### src/rtl/pipe_stage_reg.sv
// -----------------------------------------------------------------------------
// pipe_stage_reg
//
// Purpose:
//   Generic pipeline register for the slots between CPU stages (FI/ID, ID/EX,
//   EX/MA, MA/WB). It carries a datapath payload and a control bundle under a
//   valid/ready handshake. A flush squashes everything the stage holds. An
//   empty slot always presents NOP_CTRL, so no RegWr/MemWr leaks downstream.
//
//   SKID != 0 : two-entry buffer (main + skid). in_ready comes from a
//               register, which cuts the combinational stall path from
//               out_ready back to in_ready.
//   SKID == 0 : one register. in_ready = !out_valid | out_ready
//               (combinational).
//
// Ports:
//   clk        in   rising-edge clock
//   rst        in   synchronous, active-high reset
//   flush      in   squash all held entries (sampled on the rising edge)
//   in_valid   in   upstream payload present
//   in_ready   out  stage accepts; transfer when in_valid & in_ready
//   in_data    in   upstream payload [DATA_W]
//   in_ctrl    in   upstream control bundle [CTRL_W]
//   out_valid  out  head entry valid
//   out_ready  in   downstream accepts; transfer when out_valid & out_ready
//   out_data   out  head payload [DATA_W]
//   out_ctrl   out  head control [CTRL_W]; NOP_CTRL while out_valid = 0
//   occupancy  out  entries held (0..2; at most 1 when SKID == 0)
// -----------------------------------------------------------------------------
module pipe_stage_reg #(
    parameter int                 DATA_W   = 32,
    parameter int                 CTRL_W   = 10,
    parameter int                 SKID     = 1,
    parameter logic [CTRL_W-1:0]  NOP_CTRL = '0
) (
    input  logic              clk,
    input  logic              rst,
    input  logic              flush,
    input  logic              in_valid,
    output logic              in_ready,
    input  logic [DATA_W-1:0] in_data,
    input  logic [CTRL_W-1:0] in_ctrl,
    output logic              out_valid,
    input  logic              out_ready,
    output logic [DATA_W-1:0] out_data,
    output logic [CTRL_W-1:0] out_ctrl,
    output logic [1:0]        occupancy
);

    // The state encoding equals the number of held entries. This lets
    // occupancy be driven straight from the state register.
    typedef enum logic [1:0] {
        ST_EMPTY = 2'd0,
        ST_ONE   = 2'd1,
        ST_FULL  = 2'd2
    } state_t;

    state_t              state_q, state_d;
    logic [DATA_W-1:0]   main_data_q, main_data_d;
    logic [CTRL_W-1:0]   main_ctrl_q, main_ctrl_d;
    logic [DATA_W-1:0]   skid_data_q, skid_data_d;
    logic [CTRL_W-1:0]   skid_ctrl_q, skid_ctrl_d;

    logic in_xfer;
    logic out_xfer;

    assign out_valid = (state_q != ST_EMPTY);
    assign out_data  = main_data_q;
    assign out_ctrl  = out_valid ? main_ctrl_q : NOP_CTRL;
    assign occupancy = state_q;

    assign in_xfer  = in_valid & in_ready;
    assign out_xfer = out_valid & out_ready;

    generate
        if (SKID != 0) begin : g_skid
            // The register holds "not full after this edge". When the stage
            // is full, a downstream pop does not reopen the input until the
            // next cycle. This is the timing cut the skid buffer exists for.
            logic in_ready_q;

            always_ff @(posedge clk) begin
                if (rst) begin
                    in_ready_q <= 1'b1;
                end else begin
                    in_ready_q <= (state_d != ST_FULL);
                end
            end

            assign in_ready = in_ready_q & ~flush & ~rst;
        end else begin : g_noskid
            assign in_ready = (~out_valid | out_ready) & ~flush & ~rst;
        end
    endgenerate

    // Next-state and datapath steering
    always_comb begin
        state_d     = state_q;
        main_data_d = main_data_q;
        main_ctrl_d = main_ctrl_q;
        skid_data_d = skid_data_q;
        skid_ctrl_d = skid_ctrl_q;

        if (flush) begin
            // A squash drops every entry. Any output transfer in this cycle
            // has already completed downstream, so nothing is replayed.
            state_d = ST_EMPTY;
        end else begin
            case (state_q)
                ST_EMPTY: begin
                    if (in_xfer) begin
                        state_d     = ST_ONE;
                        main_data_d = in_data;
                        main_ctrl_d = in_ctrl;
                    end
                end
                ST_ONE: begin
                    if (in_xfer && out_xfer) begin
                        main_data_d = in_data;
                        main_ctrl_d = in_ctrl;
                    end else if (in_xfer) begin
                        // Only reachable with a skid buffer. Without one,
                        // in_ready at ONE implies out_ready.
                        if (SKID != 0) begin
                            state_d     = ST_FULL;
                            skid_data_d = in_data;
                            skid_ctrl_d = in_ctrl;
                        end
                    end else if (out_xfer) begin
                        state_d = ST_EMPTY;
                    end
                end
                ST_FULL: begin
                    if (out_xfer) begin
                        state_d     = ST_ONE;
                        main_data_d = skid_data_q;
                        main_ctrl_d = skid_ctrl_q;
                    end
                end
                default: begin
                    state_d = ST_EMPTY;
                end
            endcase
        end
    end

    always_ff @(posedge clk) begin
        if (rst) begin
            state_q     <= ST_EMPTY;
            main_data_q <= '0;
            main_ctrl_q <= '0;
            skid_data_q <= '0;
            skid_ctrl_q <= '0;
        end else begin
            state_q     <= state_d;
            main_data_q <= main_data_d;
            main_ctrl_q <= main_ctrl_d;
            skid_data_q <= skid_data_d;
            skid_ctrl_q <= skid_ctrl_d;
        end
    end

endmodule

### config.mk
export PLATFORM = sky130hd
export DESIGN_NAME = pipe_stage_reg
export DESIGN_NICKNAME = d
export VERILOG_FILES = /design/src/rtl/pipe_stage_reg.sv
export SDC_FILE = /design/constraint.sdc
export NUM_CORES = 1
export LEC_CHECK = 0
export CORE_MARGIN = 1
export CORE_UTILIZATION = 49
export CTS_CLUSTER_DIAMETER = 40
export DETAILED_ROUTE_END_ITERATION = 8
export PLACE_DENSITY = 0.82
export SYNTH_ARGS = -nofsm -noshare
export SYNTH_HDL_FRONTEND = slang
export SYNTH_SLANG_ARGS = --single-unit
### constraint.sdc
create_clock -name clk -period 2.1 [get_ports clk]
set_input_delay 0.21 -clock clk [delete_from_list [all_inputs] [get_ports clk]]
set_output_delay 0.21 -clock clk [all_outputs]
set_load 0.01 [all_outputs]
* Word level (Yosys, flattened, before mapping)
Cells that the tools add are included.
** Word-level totals
- Bits in writable memories :: 0
- Output and inout bits :: 46
- Input bits :: 47
- Bits in latches :: 0
- Register bits after elaboration :: 87
- Logic and storage cells :: 41
- Bits in read-only memories :: 0
- Memories :: 0
** Cells by class
- Divide/modulo/power cells :: 0
- Bitwise operators :: 7
- Eq/ne operators :: 6
- Muxes and demuxes :: 16
- Magnitude comparators :: 0
- Multipliers :: 0
- Shifts and indexed selects :: 0
- Add/sub/neg operators :: 0
- Reductions and logical operators :: 6
** Operators with widths (number)
- $mux W32 :: 3
- $pmux W32 S3 :: 1
- $mux W10 :: 4
- $pmux W10 S3 :: 1
- $mux W2 :: 6
- $ne A2 B2 Y1 const B :: 4
- $pmux W2 S3 :: 1
- $reduce_and A5 Y1 :: 1
- $and A1 B1 Y1 :: 4
- $reduce_and A4 Y1 :: 1
- $not A1 Y1 :: 3
- $reduce_bool A3 Y1 :: 1
- $eq A2 B1 Y1 const B :: 1
- $eq A2 B2 Y1 const B :: 1
- $logic_not A2 Y1 :: 1
- $reduce_bool A2 Y1 :: 1
- $logic_and A1 B1 Y1 :: 1

* Logic depth before layout (Yosys ltp)
Gate-level depths: netlist of the first run.
- Word-level depth :: 9
- Gate-level depth with buffers :: 7
- Gate-level depth less buffers :: 4

* Least setup slack after synthesis of the first run
No wires, ideal clock.
- Path type :: register -> register
- From :: reg state_q[1], in the netlist occupancy[1]
- To :: reg main_ctrl_q[9]
- Buffers on the path :: 3
- Setup time :: 0.146 ns
- Clock period less this slack :: 1.596 ns
- Path slack :: 0.504 ns
- Arrival :: 1.450 ns
- Stages on the path, launching flop included :: 7
- Data required time :: 1.954 ns
- Cells stage by stage :: dfxtp_1 clkbuf_1 o31ai_2 and2_0 buf_2 buf_4 a211oi_2
** On the way
- Cells in the longest elaborated chain, start to end :: 5
- Elaborated cells on any way between the ends :: 12
- Classes of those cells :: eq/ne (5); mux (1); bitwise (1); reduce/logical (5)
** RTL lines
- from (decl) :: line 58 : state_t state_q, state_d;
- from (signal assigned) :: line 155 : state_q <= state_d;
- $reduce_bool A2 Y1 :: line 67 : assign out_valid = (state_q != ST_EMPTY);
- $and A1 B1 Y1 :: line 73 : assign out_xfer = out_valid & out_ready;
- $logic_and A1 B1 Y1 :: line 118 : if (in_xfer && out_xfer) begin
- $ne A2 B2 Y1 (no line)
- $reduce_and A5 Y1 (no line)
- to (signal assigned) :: line 157 : main_ctrl_q <= main_ctrl_d;
- to (decl) :: line 60 : logic [CTRL_W-1:0] main_ctrl_q, main_ctrl_d;
Several ways; a longest one is shown, not always the timed one.
A chain may end at the register's enable or synchronous reset.

* Final worst setup path of the first run
- From :: reg state_q[0], in the netlist occupancy[0]
- To :: out out_ctrl[5]
** On the way
- Cells in the longest elaborated chain, start to end :: 2
** RTL lines
- $reduce_bool A2 Y1 :: line 67
- $mux W10 :: line 69 : assign out_ctrl = out_valid ? main_ctrl_q : NOP_CTRL;
- to (decl) :: line 46 : output logic [CTRL_W-1:0] out_ctrl,
Every way passes these cells.

==> impl_results.md, run 1 <==
- Net Sw Frac: 25.0%
- IO buf count: 92
- Dpl hpwl: 5970 microns
- Worst-path clk slew: 0.09 ns
- Core area: 7330 sq um
- Row count: 31
- Req. time, crit path: 1.89 ns
- EDFF count, synth: 0
- First-pass GRT wire length: 15100 microns
- Post-layout instance area: 5040 sq um
- Crit path max fanout: 11
- Seq/Total Area, Yosys: 46.1%
- Post-synth cell types: 26
- Die H: 89.8 microns
- Synth area leader: dfxtp_1
- Post-CTS setup buffer count: 0
- Non-Filler Instances: 597
- Critical path endpoint category: primary output
- Flop pwr share: 53.7%
- Final Setup Violations: 0
- Leakage: 0.00191 uW
- CTS Sinks: 87
- Vias in the first global route: 3129
- F_max: 510 MHz
- Share of layout cells above drive strength 1: 14.5%
- Antenna cells: 0
- Final net count: 540
- CTS tree: built
- Final period utilization: 93.4%
- IO Count: 93
- H-tree levels: 3
- Syn Inst Count: 411
- Worst hold path class: in2reg
- Placed insts: 581
- Setup TNS Final: 0 ns
- Startpoint Class: flip-flop
- Tightest Pin Transition: 0.580 ns
- Post-synth top area share: 46.1%
- Net switching power: 794 uW
- RSZ-0062 raised after global routing: no
- Top cells by area, synth: dfxtp_1, a21oi_1, mux2i_1, a211oi_2, nand2_1
- Worst vdd ir: 0.388 mV
- Rel. slew slack: 61.3%
- Final hold vios: 0
- Fill cell count: 564
- # Max-Cap Violations: 0
- Wirelength per Cell: 14.9 microns
- Area of the multi-input gates: 1870 sq um
- Final hold slack: 0.208 ns
- Combinational power share: 12.0%
- GPL Wtd Cong: 0.814
- Worst-skew pair later-pin latency: 0.35 ns
- Power Dens Cells: 630 nW/um^2
- Die Footprint: 8060 sq um
- Maximum clock insertion buffer count: 2
- Syn avg cell area: 9.18 sq um
- Worst Skew: 0.00916 ns
- Placed inst area: 4850 sq um
- Area grow syn2layout: 33.6%
- Cts bufs inserted: 9
- P_int: 2380 uW
- Root Buffer: clkbuf_8
- Reg2reg path depth: 5
- Largest net degree at the start of global routing: 51
- WHS Path Cells: 3
- Vias: 3211
- Remaining DRCs: 0
- WL final: 8920 microns
- Remaining antenna violation count: 0
- Die X: 89.8 microns
- Post-Syn Area: 3770 sq um
- Syn nets: 458
- FF+latch count, synth: 87
- Initial antenna violation count: 0
- Final Slew Violations: 0
- Setup ws final: 0.138 ns
- Remaining Overflow, GRT: 0
- Drt pass-1 iters: 4
- Asr flop ratio synth: 0%
- Pre-CTS setup slack: 0.0509 ns
- Type of the worst setup path: reg2out
- All-Layer GR Usage: 23.1%
- Vias per inst: 5.38
- Top FF cell, synth: dfxtp_1
- Flip-flop and latch area: 1740 sq um
- Final Critical Period: 1.96 ns
- Arrival @ worst endpoint: 1.75 ns
- Ys Warns: 0
- Initial drt markers: 84
- Initial core utilization: 51.5%
- Clock network power share: 34.3%
- Outcome: finished clean
sequential cells by signal (all words and copies together), names as in the netlist:
register / cells
skid_ctrl_q: 10
occupancy: 2
out_data: 32
g_skid.in_ready_q: 1
skid_data_q: 32
main_ctrl_q: 10
through the flow:
step,util (%),power [uW]
after global routing,68.8,3300
after detailed placement,66.2,2130
after global placement,66.2,2120
after CTS,68.7,3190
after floorplan,-,1920
final,68.8,3180
Yosys cell counts (2+ instances only):
cell type and n:
a211oi_1 12, nor2_1 5, nand2_1 85, buf_4 4, nor2b_1 11, dfxtp_1 87, clkbuf_1 16, nand2b_1 2
buf_2 18, inv_1 2, a211oi_2 30, a21oi_1 84, mux2i_1 42
cell families after synthesis:
group,count (synthesis),synth area share (%)
compound gates,130,24.4
flops,87,46.1
buf+inv,41,5.07
simple gates,111,13.2
mux,42,11.1
placed cells by master (no fill, tap or decap), types with 2 or more instances in the layout:
cell type	count
inv_1	2
clkdlybuf4s50_1	91
clkbuf_8	11
a211oi_1	12
nor2b_1	11
dfxtp_1	87
clkinvlp_4	4
a211oi_2	30
nor2_1	4
a21oi_1	84
buf_4	13
buf_12	5
nand2_1	84
mux2i_1	42
power groups by stage:
stage	Clock, uW	Combinational (uW)	Sequential, uW
global route	1180	414	1710
finish	1090	382	1710
global placement	0	375	1740
floorplan	0	169	1750
detailed placement	0	383	1740
CTS	1110	384	1700
worst paths after layout:
path	slack [ns]	endpoint	start
max reg2reg	0.37	skid_ctrl_q[5]	occupancy[0]
min	0.21	occupancy[1]	rst
min reg2reg	0.46	skid_data_q[6]	skid_data_q[6]
max	0.14	out_ctrl[5]	occupancy[0]
repair_timing:
action,4_1_cts,5_1_grt
setup endpoints to repair,11,4
hold buffers,0,0
gates resized for setup,1,1
cell type report:
| class | count | area share, % |
|---|---|---|
| Multi-Input combinational cell | 283 | 37.1 |
| Sequential cell | 87 | 34.5 |
| Timing Repair Buffer | 109 | 22.0 |
| Clock buffer | 12 | 3.08 |
| Tap cell | 99 | 2.46 |
| Clock inverter | 4 | 0.595 |
| Inverter | 3 | 0.223 |
worst max-delay path, cell delays in order, from the launching register on:
cell             delay (ns)
dfxtp_1                0.51
nor2_4                 0.13
nor2b_1                0.19
clkdlybuf4s50_1        0.57
per-layer routing:
| layer | global-route usage, % | vias to the layer above | wire length [microns] |
|---|---|---|---|
| li1 | - | 1597 | - |
| met1 | 30.6 | 1514 | 4040 |
| met2 | 36.3 | 88 | 4220 |
| met3 | 5.33 | 12 | 535 |
| met4 | 8.88 | 0 | 126 |
| met5 | 0 | - | 0 |
(Power assumes the default switching activity.)
==> run 2: changes to the inputs <==
--- a/config.mk
+++ b/config.mk
@@ -6,10 +6,10 @@
 export NUM_CORES = 1
 export LEC_CHECK = 0
 export CORE_MARGIN = 1
-export CORE_UTILIZATION = 49
+export CORE_UTILIZATION = 40
 export CTS_CLUSTER_DIAMETER = 40
 export DETAILED_ROUTE_END_ITERATION = 8
-export PLACE_DENSITY = 0.82
+export PLACE_DENSITY = 0.7
 export SYNTH_ARGS = -nofsm -noshare
 export SYNTH_HDL_FRONTEND = slang
 export SYNTH_SLANG_ARGS = --single-unit
==> impl_results.md, run 2 (synthesis results as in run 1) <==
- R2r startpoint: occupancy[0]
- Commonest non-fill, non-tap cell in the layout: clkdlybuf4s50_1
- CTS Sinks: 87
- Pre-CTS setup slack: 0.0376 ns
- Fill cell count: 840
- F_max: 518 MHz
- Initial core utilization: 41.0%
- Vias per inst: 5.27
- Combinational power share: 11.6%
- Core area: 9200 sq um
- Commonest cells after routing, fill and taps aside: clkdlybuf4s50_1, dfxtp_1, a21oi_1, nand2_1, mux2i_1
- Hold buffers post-CTS: 0
- Tightest Pin Transition: 0.547 ns
- Worst hold path class: in2reg
- Flop pwr share: 51.0%
- Setup ws final: 0.170 ns
- Hold path start: rst
- Reg2reg path depth: 5
- Initial antenna violation count: 0
- Area of the multi-input gates: 1870 sq um
- Vias in the first global route: 3139
- Outcome: finished clean
- Vias: 3217
- Final net count: 543
- Net switching power: 766 uW
- All-Layer GR Usage: 20.3%
- Final Slew Violations: 0
- Final hold vios: 0
- Antenna cells: 0
- Net Sw Frac: 22.9%
- Startpoint Class: primary input
- Worst setup path startpoint: flush
- Worst-skew pair later-pin latency: 0.35 ns
- Clock network power share: 37.4%
- Leakage: 0.00194 uW
- IO Count: 93
- Die X: 99.1 microns
- First-pass GRT wire length: 15700 microns
- Die Footprint: 9830 sq um
- Most frequent CP cell: clkdlybuf4s50_1
- # Max-Cap Violations: 0
- Root Buffer: clkbuf_8
- Arrival @ worst endpoint: 1.72 ns
- Remaining Overflow, GRT: 0
- Reg2Reg Setup Slack: 0.40 ns
- Type of the worst setup path: in2out
- Req. time, crit path: 1.89 ns
- Final Setup Violations: 0
- Critical Path Max Stage Delay: 0.54 ns
- IO buf count: 92
- Die H: 99.1 microns
- Critical path endpoint category: primary output
- GPL Wtd Cong: 0.737
- P_int: 2580 uW
- H-tree levels: 3
- Worst Skew: 0.00954 ns
- Worst Setup EP: in_ready
- Power Dens Cells: 658 nW/um^2
- Non-Filler Instances: 611
- Dpl hpwl: 6340 microns
- Post-CTS setup buffer count: 0
- Maximum clock insertion buffer count: 2
- Worst vdd ir: 0.462 mV
- RSZ-0062 raised after global routing: no
- Cell-by-cell trace of the critical path: clkdlybuf4s50_1 -> or2_2 -> nor2_1 -> clkdlybuf4s50_1
- Area grow syn2layout: 34.6%
- Largest net degree at the start of global routing: 43
- Remaining antenna violation count: 0
- Drt pass-1 iters: 4
- Cts bufs inserted: 9
- Rel. slew slack: 63.5%
- Flip-flop and latch area: 1740 sq um
- Final period utilization: 91.9%
- WL final: 9500 microns
- Crit-path slowest cell: clkdlybuf4s50_1
- Wirelength per Cell: 15.5 microns
- Crit path max fanout: 5
- Share of layout cells above drive strength 1: 14.8%
- Setup TNS Final: 0 ns
- Row count: 35
- Initial drt markers: 120
- CTS tree: built
- Remaining DRCs: 0
- Placed insts: 596
- Final Critical Period: 1.93 ns
- Worst-path clk slew: 0.07 ns
- Reg2reg end: main_ctrl_q[6]
[run 2: how the worst min path moves through the flow]
stage                                 end  cells after the start  slack (ns)
after floorplan              occupancy[1]                      1        0.29
after global placement    skid_data_q[18]                      2        0.44
after detailed placement   skid_ctrl_q[4]                      2        0.45
after CTS                    occupancy[1]                      3        0.20
after global routing         occupancy[1]                      3        0.20
final                        occupancy[1]                      3        0.21
[run 2: cell type report]
| cell class | count | area share, % |
|---|---|---|
| Clock inverter | 4 | 1.38 |
| Tap cell | 111 | 2.73 |
| Clock buffer | 11 | 2.78 |
| Multi-Input combinational cell | 283 | 36.9 |
| Timing Repair Buffer | 112 | 21.8 |
| Sequential cell | 87 | 34.3 |
| Inverter | 3 | 0.222 |
[run 2: power groups by stage]
| stage | combinational (uW) | sequential, uW | clock (uW) |
|---|---|---|---|
| 2_1_floorplan | 169 | 1750 | 0 |
| 3_3_place_gp | 383 | 1740 | 0 |
| 3_5_place_dp | 389 | 1740 | 0 |
| 4_1_cts | 391 | 1710 | 1270 |
| 5_1_grt | 418 | 1710 | 1370 |
| 6_report | 388 | 1710 | 1250 |
[run 2: what timing repair did]
item | 4_1_cts | 5_1_grt
setup endpoints to repair | 11 | 10
resized for setup | 1 | 1
pin swaps | 0 | 0
[run 2: metrics by stage]
| stage | hold WS (ns) | power [uW] | area [sq um] | utilization, % |
|---|---|---|---|---|
| 3_5_place_dp | 0.446 | 2130 | 4860 | 52.9 |
| 4_1_cts | 0.198 | 3370 | 5080 | 55.2 |
| 5_1_grt | 0.201 | 3500 | 5080 | 55.3 |
| 3_3_place_gp | 0.441 | 2130 | 4860 | 52.9 |
| 6_report | 0.214 | 3350 | 5080 | 55.3 |
| 2_1_floorplan | 0.289 | 1920 | 3770 | - |
[run 2: critical path, delay by kind of cell]
family	cells	cell delay (ns)
AND/OR/NAND/NOR	2	0.47
buffers and inverters	2	1.04
[run 2: routing by layer]
layer,part of all wire (%),vias up,track usage [%]
met4,0.87,0,5.43
met2,47,85,33.2
met3,4.6,8,5.62
met5,0,-,0
met1,47,1523,26.6
li1,-,1601,-
